$ cat src/rtl/dmem_bus_ctrl_pkg.sv
// ============================================================================
//  Module   : dmem_bus_ctrl_pkg
//  Brief    : Shared state encodings and constants for the data-memory bus
//             controller.
//  Revision : 1.0 - initial release
// ============================================================================
`default_nettype none

package dmem_bus_ctrl_pkg;

   typedef enum logic [1:0] {
      ST_IDLE = 2'd0,
      ST_REQ  = 2'd1,
      ST_DONE = 2'd2
   } dmem_state_e;

   localparam logic [3:0] BE_ALL = 4'b1111;

endpackage

`default_nettype wire

$ cat src/rtl/dmem_bus_ctrl_timeout.sv
// ============================================================================
//  Module   : dmem_timeout
//  Brief    : Clear/enable saturating counter flagging the last permitted
//             request cycle before a bus access is abandoned.
//  Revision : 1.0 - initial release
// ============================================================================
`default_nettype none

module dmem_timeout #(
   parameter int TIMEOUT = 255,
   parameter int CNT_W   = $clog2(TIMEOUT + 1)
) (
   input  logic clk,
   input  logic rst,
   input  logic i_clr,
   input  logic i_en,
   output logic o_expired
);

   localparam logic [CNT_W-1:0] C_LIMIT = CNT_W'(TIMEOUT);
   localparam logic [CNT_W-1:0] C_LAST  = CNT_W'(TIMEOUT - 1);

   logic [CNT_W-1:0] r_cnt;

   always_ff @(posedge clk or negedge rst) begin
      if (!rst) begin
         r_cnt <= '0;
      end else if (i_clr) begin
         r_cnt <= '0;
      end else if (i_en && (r_cnt != C_LIMIT)) begin
         r_cnt <= r_cnt + CNT_W'(1);
      end
   end

   // The count holds completed unacked cycles, so the TIMEOUT-th request
   // cycle is the one where it equals TIMEOUT-1.
   assign o_expired = (r_cnt == C_LAST);

endmodule

`default_nettype wire

$ cat src/rtl/dmem_bus_ctrl.sv
// ============================================================================
//  Module   : dmem_bus_ctrl
//  Brief    : Multi-cycle req/ack data-memory controller that stalls the core
//             while an access is outstanding and reports access faults.
//  Revision : 1.0 - initial release
// ============================================================================
`default_nettype none

module dmem_bus_ctrl
   import dmem_bus_ctrl_pkg::*;
#(
   parameter int TIMEOUT = 255,
   parameter int CNT_W   = $clog2(TIMEOUT + 1)
) (
   input  logic        clk,
   input  logic        rst,
   input  logic        mem_en,
   input  logic        load,
   input  logic        store,
   input  logic [31:0] addr,
   input  logic [31:0] wdata,
   input  logic [3:0]  masking,
   output logic [31:0] rdata,
   output logic        stall,
   output logic        fault,
   output logic        bus_req,
   output logic        bus_we,
   output logic [31:0] bus_addr,
   output logic [3:0]  bus_be,
   output logic [31:0] bus_wdata,
   input  logic        bus_ack,
   input  logic        bus_err,
   input  logic [31:0] bus_rdata
);

   dmem_state_e r_state;
   dmem_state_e w_state_nxt;
   logic        w_valid;
   logic        w_expired;
   logic        w_cnt_clr;
   logic        w_cnt_en;
   logic        r_fault_latched;
   logic        w_unused_addr;

   assign w_valid       = mem_en && (load || store);
   assign w_cnt_clr     = (r_state == ST_IDLE) && w_valid;
   assign w_cnt_en      = (r_state == ST_REQ) && !bus_ack;
   assign fault         = (r_state == ST_DONE) && r_fault_latched;
   assign w_unused_addr = ^addr[1:0];

   dmem_timeout #(
      .TIMEOUT (TIMEOUT),
      .CNT_W   (CNT_W)
   ) u_timeout (
      .clk       (clk),
      .rst       (rst),
      .i_clr     (w_cnt_clr),
      .i_en      (w_cnt_en),
      .o_expired (w_expired)
   );

   always_ff @(posedge clk or negedge rst) begin
      if (!rst) begin
         r_state <= ST_IDLE;
      end else begin
         r_state <= w_state_nxt;
      end
   end

   always_comb begin
      w_state_nxt = r_state;
      stall       = 1'b0;
      case (r_state)
         ST_IDLE: begin
            // Gated by reset so the core is released while reset is held.
            stall = w_valid && rst;
            if (w_valid) begin
               w_state_nxt = ST_REQ;
            end
         end
         ST_REQ: begin
            stall = 1'b1;
            if (bus_ack || w_expired) begin
               w_state_nxt = ST_DONE;
            end
         end
         ST_DONE: begin
            w_state_nxt = ST_IDLE;
         end
         default: begin
            w_state_nxt = ST_IDLE;
         end
      endcase
   end

   always_ff @(posedge clk or negedge rst) begin
      if (!rst) begin
         rdata           <= '0;
         bus_req         <= 1'b0;
         bus_we          <= 1'b0;
         bus_addr        <= '0;
         bus_be          <= '0;
         bus_wdata       <= '0;
         r_fault_latched <= 1'b0;
      end else begin
         case (r_state)
            ST_IDLE: begin
               r_fault_latched <= 1'b0;
               if (w_valid) begin
                  bus_req   <= 1'b1;
                  bus_we    <= store;
                  bus_addr  <= {addr[31:2], 2'b00};
                  bus_wdata <= wdata;
                  bus_be    <= store ? masking : BE_ALL;
               end
            end
            ST_REQ: begin
               // An ack in the expiry cycle completes the access normally.
               if (bus_ack) begin
                  bus_req         <= 1'b0;
                  r_fault_latched <= bus_err;
                  if (!bus_err && !bus_we) begin
                     rdata <= bus_rdata;
                  end
               end else if (w_expired) begin
                  bus_req         <= 1'b0;
                  r_fault_latched <= 1'b1;
                  rdata           <= '0;
               end
            end
            default: begin
            end
         endcase
      end
   end

endmodule

`default_nettype wire
$ cat config.mk
export PLATFORM = sky130hd
export DESIGN_NAME = dmem_bus_ctrl
export DESIGN_NICKNAME = d
export VERILOG_FILES = /design/src/rtl/dmem_bus_ctrl_pkg.sv /design/src/rtl/dmem_bus_ctrl_timeout.sv /design/src/rtl/dmem_bus_ctrl.sv
export SDC_FILE = /design/constraint.sdc
export NUM_CORES = 1
export LEC_CHECK = 0
export ABC_AREA = 1
export ABC_CLOCK_PERIOD_IN_PS = 1590
export CORE_ASPECT_RATIO = 0.5
export CORE_UTILIZATION = 42
export DETAILED_ROUTE_END_ITERATION = 8
export PLACE_DENSITY = 0.8
export SYNTH_ARGS = -nofsm -noshare
export SYNTH_HDL_FRONTEND = slang
export SYNTH_SLANG_ARGS = --single-unit
$ cat constraint.sdc
create_clock -name clk -period 1.59 [get_ports clk]
set_input_delay 0.159 -clock clk [delete_from_list [all_inputs] [get_ports clk]]
set_output_delay 0.159 -clock clk [all_outputs]
set_load 0.02 [all_outputs]
==> metrics.md <==
| Metric | Value |
|---|---|
| Status | finished, final reports clean |
| Syn Area/Cell | 8.05 sq um |
| CP startpoint kind | flop |
| Fmax | 654 MHz |
| Vias per std cell | 4.69 |
| Dpl ws | -198 ps |
| Post-synth top area share | 58.0% |
| DIE AREA | 11900 sq um |
| Die X | 153 um |
| TritonRoute pass-1 iters | 4 |
| Starting density of the core | 43.4% |
| Max VDD drop | 0.793 mV |
| Instance area at placement | 7070 sq um |
| CORE AREA | 11000 sq um |
| Leading area contributor after synthesis | dfrtp_1 |
| H-tree Lvls | 3 |
| Sequential share of the synthesized area | 58.0% |
| Nets | 915 |
| TritonCTS clock tree | done |
| Unique cell type count in the Yosys netlist | 24 |
| Layout cell share with drive strength beyond 1 | 6.41% |
| RD Place Congestion | 0.843 |
| Crit-path cells | inv_2, nand2_2, buf_4, nor2_4, nand4_4, buf_12, clkbuf_16, nand3_1, nand2_1 |
| Ys Warns | 0 |
| Vias in the first global route | 4384 |
| Seq cells post-synth | 111 |
| Filler cell count | 894 |
| Fin util | 68.1% |
| Max-slew violations | 0 |
| Clock sinks | 111 |
| All-Layer GR Usage | 22.2% |
| Routed Antenna Nets | 0 |
| FF-to-FF Start | r_state[1]$_DFFE_PN0P_ |
| Max cap viols | 0 |
| Pleak | 3.93 nW |
| Final setup vio count | 0 |
| DP HPWL | 9.04 mm |
| CTS root buf | clkbuf_16 |
| CP endpoint kind | flop |
| Syn Inst Count | 595 |
| Post-route design area | 7520 sq um |
| CP startpoint | r_state[1]$_DFFE_PN0P_ |
| DR vias | 4487 |
| First-pass GRT wire length | 20.9 mm |
| PD cells | 1560 nW/um^2 |
| Critical Path AT | 1770 ps |
| Crit share post-route | 96.2% |
| Routed len/inst | 13.6 um |
| Clock skew | 4.04 ps |
| Largest cells by area after synthesis | dfrtp_1, nand2_1, nand3_1 |
| Critical path type | reg2reg |
| Worst hold slack | 339 ps |
| Boundary Pins | 211 |
| Hold_sp | addr[18] |
| Area delta synth->final | 57.0% |
| Cts bufs inserted | 9 |
| Max_slew headroom | 60.8% |
| Routed wire length | 13.0 mm |
| Post-route minimum period | 1530 ps |
| Hold Path Class | in2reg |
| Critical path buffers and inverters | 4 |
| Crit-path max FO | 10 |
| Largest stage delay, worst path | 410 ps |
| Clk Latency, worst-skew pair | 350 ps |
| Port Buf Inserts | 206 |
| Clock transition at path regs | 70 ps |
| Initial antenna violation count | 0 |
| Transition time of the tightest slew-check pin | 589 ps |
| Largest net degree at the start of global routing | 112 |
| # DRC | 0 |
| Slowest-stage cell, CP | dfrtp_1 |
| Die height | 77.5 um |
| 1st-iter DRT viols | 238 |
| CP delay by family, top | buffers and inverters |
| Worst setup margin | 61.0 ps |
| Synth Cell Area | 4790 sq um |
| Row Count | 27 |
| Gr ovfl total | 0 |
| Diodes inserted | 0 |
| CTS Buffer Depth | 2 |
| R2R setup slack | 60 ps |
| Final Hold Fails | 0 |
| Required time worst endpoint | 1830 ps |
-- layer usage --
metal / share of wire, % / GRT usage [%] / wire [um] / up-vias
met5: 0 / 0 / 0 / -
met4: 4.1 / 11.3 / 537 / 0
met3: 3.9 / 4.58 / 515 / 40
met2: 50 / 38.9 / 6570 / 134
met1: 42 / 26.2 / 5420 / 2107
li1: - / - / - / 2206
-- layout make-up --
cell class / instances / area [sq um] / area share (%)
sequential: 111 / 2780 / 36.9
clock inverter: 7 / 97.6 / 1.30
tap: 145 / 181 / 2.41
inverter: 47 / 176 / 2.35
timing repair buffer: 228 / 2350 / 31.3
clock buffer: 9 / 225 / 2.99
multi-input combinational: 409 / 1710 / 22.8
-- per-stage QoR --
stage	TNS [ps]	total power [W]	cells
final	0	0.0117	956
after floorplan	0	0.00668	596
after detailed placement	-954	0.00938	935
after CTS	0	0.0118	952
after global routing	-187	0.0124	956
after global placement	-2590	0.00926	935
-- power by group --
group	switching (W)	internal (W)	total (W)
clock network	0.00103	0.00138	0.00241
logic	0.00259	0.00238	0.00498
registers	0.000559	0.00380	0.00436
total	0.00418	0.00756	0.0117
-- path summary, 6_finish.rpt --
kind,depth (start not counted),endpoint
worst min register to register,2,bus_addr[18]$_DFFE_PN0P_
max in group asynchronous,3,bus_wdata[23]$_DFFE_PN0P_
worst max register to register,9,rdata[10]$_DFFE_PN0P_
min in group asynchronous,3,rdata[17]$_DFFE_PN0P_
worst min-delay path,3,bus_addr[18]$_DFFE_PN0P_
worst max-delay path,9,rdata[10]$_DFFE_PN0P_
-- repair_timing --
action | in CTS | in global routing
resized for setup | 7 | 10
endpoints found under the hold margin | 111 | 0
buffers inserted | 0 | 1
pin swaps | 0 | 1
endpoints found under the setup margin | 3 | 36
hold buffers | 1 | 0
gates cloned | 0 | 3
-- cells by family (layout without fill, tap and decap cells) --
group | after synthesis | in the layout | synth area share, %
xor+xnor | 3 | 3 | 0.548
simple gates | 391 | 392 | 32.7
compound gates | 10 | 10 | 1.07
buf+inv | 77 | 291 | 7.15
fa+ha+maj | 2 | 2 | 0.522
other cells | 1 | 2 | 0.0783
flops | 111 | 111 | 58.0
-- registers in the layout, indices dropped and copies added (netlist names) --
| signal | cells |
|---|---|
| bus_addr | 30 |
| bus_wdata | 32 |
| r_state | 2 |
| bus_req | 1 |
| r_fault_latched | 1 |
| rdata | 32 |
| bus_we | 1 |
| u_timeout.r_cnt | 8 |
| bus_be | 4 |
-- layout by cell type, fill, tap and decap left out, drive strengths merged --
master	count
nand2	328
clkdlybuf4s50	203
dfrtp	111
inv	47
nand3	41
buf	21
nor2	19
clkbuf	11
o21ai	7
xor2	3
nand4	3
clkinv	3
a21oi	2
ha	2
conb	2
bufinv	2
clkinvlp	2
nand3b	1
o22ai	1
dlygate4sd3	1
dlygate4sd2	1
-- synthesized netlist by cell type --
library cell,n
clkbuf_1,5
a21oi_1,2
inv_2,3
nand3b_1,1
xor2_1,3
conb_1,1
nand2_4,1
o22ai_1,1
nand2_1,325
nand2_2,1
buf_4,3
nand4_1,2
nand4_4,1
inv_1,44
buf_1,3
nor2_1,17
nor2_2,1
nor2_4,1
dfrtp_1,111
ha_1,2
buf_6,3
buf_2,16
o21ai_0,7
nand3_1,41
-- tightest hold or removal path: stages --
cell             delay, ps
clkdlybuf4s50_1        390
nand2_1                 60
nand2_1                 40
Note: power is estimated with default switching activity, not from simulation.
==> RTL edit: new RTL, config.mk and constraints unchanged <==
Make the reset (`rst`) synchronous in 3 clocked blocks.
--- a/src/rtl/dmem_bus_ctrl_timeout.sv
+++ b/src/rtl/dmem_bus_ctrl_timeout.sv
@@ -24,3 +24,3 @@
 
-   always_ff @(posedge clk or negedge rst) begin
+   always_ff @(posedge clk) begin
       if (!rst) begin
--- a/src/rtl/dmem_bus_ctrl.sv
+++ b/src/rtl/dmem_bus_ctrl.sv
@@ -61,3 +61,3 @@
 
-   always_ff @(posedge clk or negedge rst) begin
+   always_ff @(posedge clk) begin
       if (!rst) begin
@@ -95,3 +95,3 @@
 
-   always_ff @(posedge clk or negedge rst) begin
+   always_ff @(posedge clk) begin
       if (!rst) begin
Check against the original RTL: differs if rst is asserted again (counterexample within 4 cycles, from zero or initial values and one cycle with rst low); with rst held inactive, the same outputs for 10 cycles.
==> RTL edit against the original RTL <==
- sequential share of layout area shrank 5.6 points
- area after synthesis is 4.6% lower
- worst setup slack improved by 70 ps
- highest routed layer unchanged
- wire length decreased by 12%
- sequential cell count stayed put
- die area down 4.5%
- cell area fell by 5.5%
- register-to-register slack better by 99 ps
Power is not compared: it rests on default switching activity, and its combinational part moved more than twofold at a synthesized area within 25%.
==> RTL edit: results (changes against the original RTL) <==
PLACEDINSTANCEAREA_MM2=0.00681  # was 0.00707 mm²
CTS_BUFFERS=9  # unchanged
PLACE_INST=929  # was 935
SHARE_OF_THE_SYNTHESIZED_AREA_IN_COMPOUND_GATES_AO_OA_AOI_OAI_PCT=14.1  # was 1.07%
PORT-BUFFER-COUNT=206  # unchanged
CTSRESIZECOUNT=2  # was 7
LAYOUT.CELLS.NON_FILLER=945  # was 956
ANTENNA_CELLS=0  # unchanged
YOSYS-MUX-AREA-FRACTION_PCT=0  # unchanged
POST-CTS-SETUP-BUFFERS=0  # unchanged
HPWL_AFTER_DPL_UM=8210  # was 9040 µm
CRITICAL_PATH.MAX_FANOUT=2  # was 10
YS_SEQ_AREA_SHARE_PCT=48.6  # was 58.0%
SYNTH.TOP_CELLS.BY_COUNT='nand2_1, dfxtp_1, inv_1, o21ai_0, nor2_1'  # was nand2_1, dfrtp_1, inv_1, nand3_1, nor2_1
DRIVE_GT1_SHARE_PCT=6.34  # was 6.41%
SYN_INST=599  # was 595
LARGESTREGISTERS='bus_wdata (32), rdata (32), bus_addr (30)'  # unchanged
NUMBER_OF_GLOBAL_ROUTE_VIAS_BEFORE_REPAIR=3698  # was 4384
SYNTH-WARNING-COUNT=0  # unchanged
SYNTH_XOR_XNOR_AREA_SHARE_PCT=0.575  # was 0.548%
WORST_SETUP_HOLD_PATH_CLK_SLEW_PS=70  # about the same
MAX-VDD-IR-DROP_mV=0.536
CLOCKBUFFERDEPTH=2  # unchanged
ROUTABILITYCONGESTION=0.755  # was 0.843
CTS_HTREE_LEVELS=3  # unchanged
GRT_MAX_DEGREE=65  # was 112
FIRST_PASS_GRT_WIRE_LENGTH_UM=17600  # was 20900 µm
MIN-DELAY-PATH-CLASS='input pin to register'  # unchanged
GRT_USAGE_PCT=19.6  # was 22.2%
YOSYS.AREA_SHARE.ADDER_PCT=0.547  # was 0.522%
INITIALDRTVIOLATIONCOUNT=197  # was 238
CLOCKROOTBUFFER='clkbuf_16'  # unchanged
DRTPASS1ITERATIONS=4  # unchanged
CRITICAL_PATH.MAX_STAGE_DELAY_PS=630  # was 410 ps
SYNTHMOSTINSTANTIATEDCELL='nand2_1'  # unchanged
NETLIST_TOP_CELLS_AREA='dfxtp_1, nand2_1, inv_1'  # was dfrtp_1, nand2_1, nand3_1
CRITPATHTOPFAMILY='buffers and inverters'  # unchanged
FINALNETCOUNT=909  # was 915
WORST-ENDPOINT-ARRIVAL_PS=1300  # was 1770 ps
N_FILL_CELL=842  # was 894
WORSTSKEWPAIRLATENCY_PS=340
POST_SYNTH_NUM_CELL_TYPES=32  # was 24
RUN_STATUS='finished clean'  # unchanged
POWER.LEAKAGE_nW=3.15
AVGVIACOUNTPERCELL=4.55  # was 4.69
FINCLKSKEW_PS=8.30  # was 4.04 ps
ANTENNA_FOUND_INITIAL=0  # unchanged
CRITICAL_PATH.SLOWEST_CELL='clkdlybuf4s50_1'  # was dfrtp_1
POSTSYNTH.ASYNCRESETSHARE_PCT=0  # was 100%
TOTALWIRELENGTH_UM=11500  # was 13000 µm
RTL edit: cell families after synthesis:
group | Yosys count
other | 1
XOR/XNOR | 3
flip-flops | 111
buffers and inverters | 116
AO/OA/AOI/OAI | 111
adder cells (fa/ha/maj) | 2
AND/OR/NAND/NOR | 255
RTL edit: path summary, 6_finish.rpt:
check                     startpoint             to  slack (ps)  cells after the start
setup reg to reg  u_timeout.r_cnt[0]       rdata[6]         160                      8
hold reg to reg        bus_wdata[25]  bus_wdata[25]         460                      2
setup / recovery         bus_addr[3]    bus_addr[3]         130                      1
hold / removal             wdata[11]  bus_wdata[11]         370                      3
RTL edit: through the flow:
| step | setup WS, ps | hold slack [ps] |
|---|---|---|
| after floorplan | 265 | 297 |
| after global placement | -155 | 439 |
| after detailed placement | -152 | 446 |
| after CTS | 11.0 | 352 |
| after global routing | 31.5 | 366 |
| final | 131 | 367 |
RTL edit: layer usage:
layer | wire (µm) | GRT usage (%)
met1 | 5010 | 23.2
met4 | 81 | 5.22
met5 | 0 | 0
met3 | 678 | 5.33
met2 | 5690 | 36.0
RTL edit: cell type report:
type | count | area [µm²] | share of cell area, %
Timing Repair Buffer | 225 | 2250 | 31.6
Sequential cell | 111 | 2220 | 31.3
Multi-Input combinational cell | 373 | 1860 | 26.2
Inverter | 80 | 300 | 4.23
Clock buffer | 10 | 229 | 3.22
Tap cell | 140 | 175 | 2.47
Clock inverter | 6 | 68.8 | 0.968
RTL edit: tightest hold or removal path: cells and delay by family:
| kind | cells | cell delay, ps |
|---|---|---|
| AO/OA/AOI/OAI | 1 | 60 |
| buffers and inverters | 2 | 440 |
RTL edit: power by group:
| part | leakage [nW] | switching [mW] | internal (mW) |
|---|---|---|---|
| sequential | 0.907 | 0.0734 | 2.93 |
| combinational | 2.10 | 0.532 | 0.613 |
| clock | 0.143 | 0.993 | 1.23 |
| total | 3.15 | 1.60 | 4.78 |
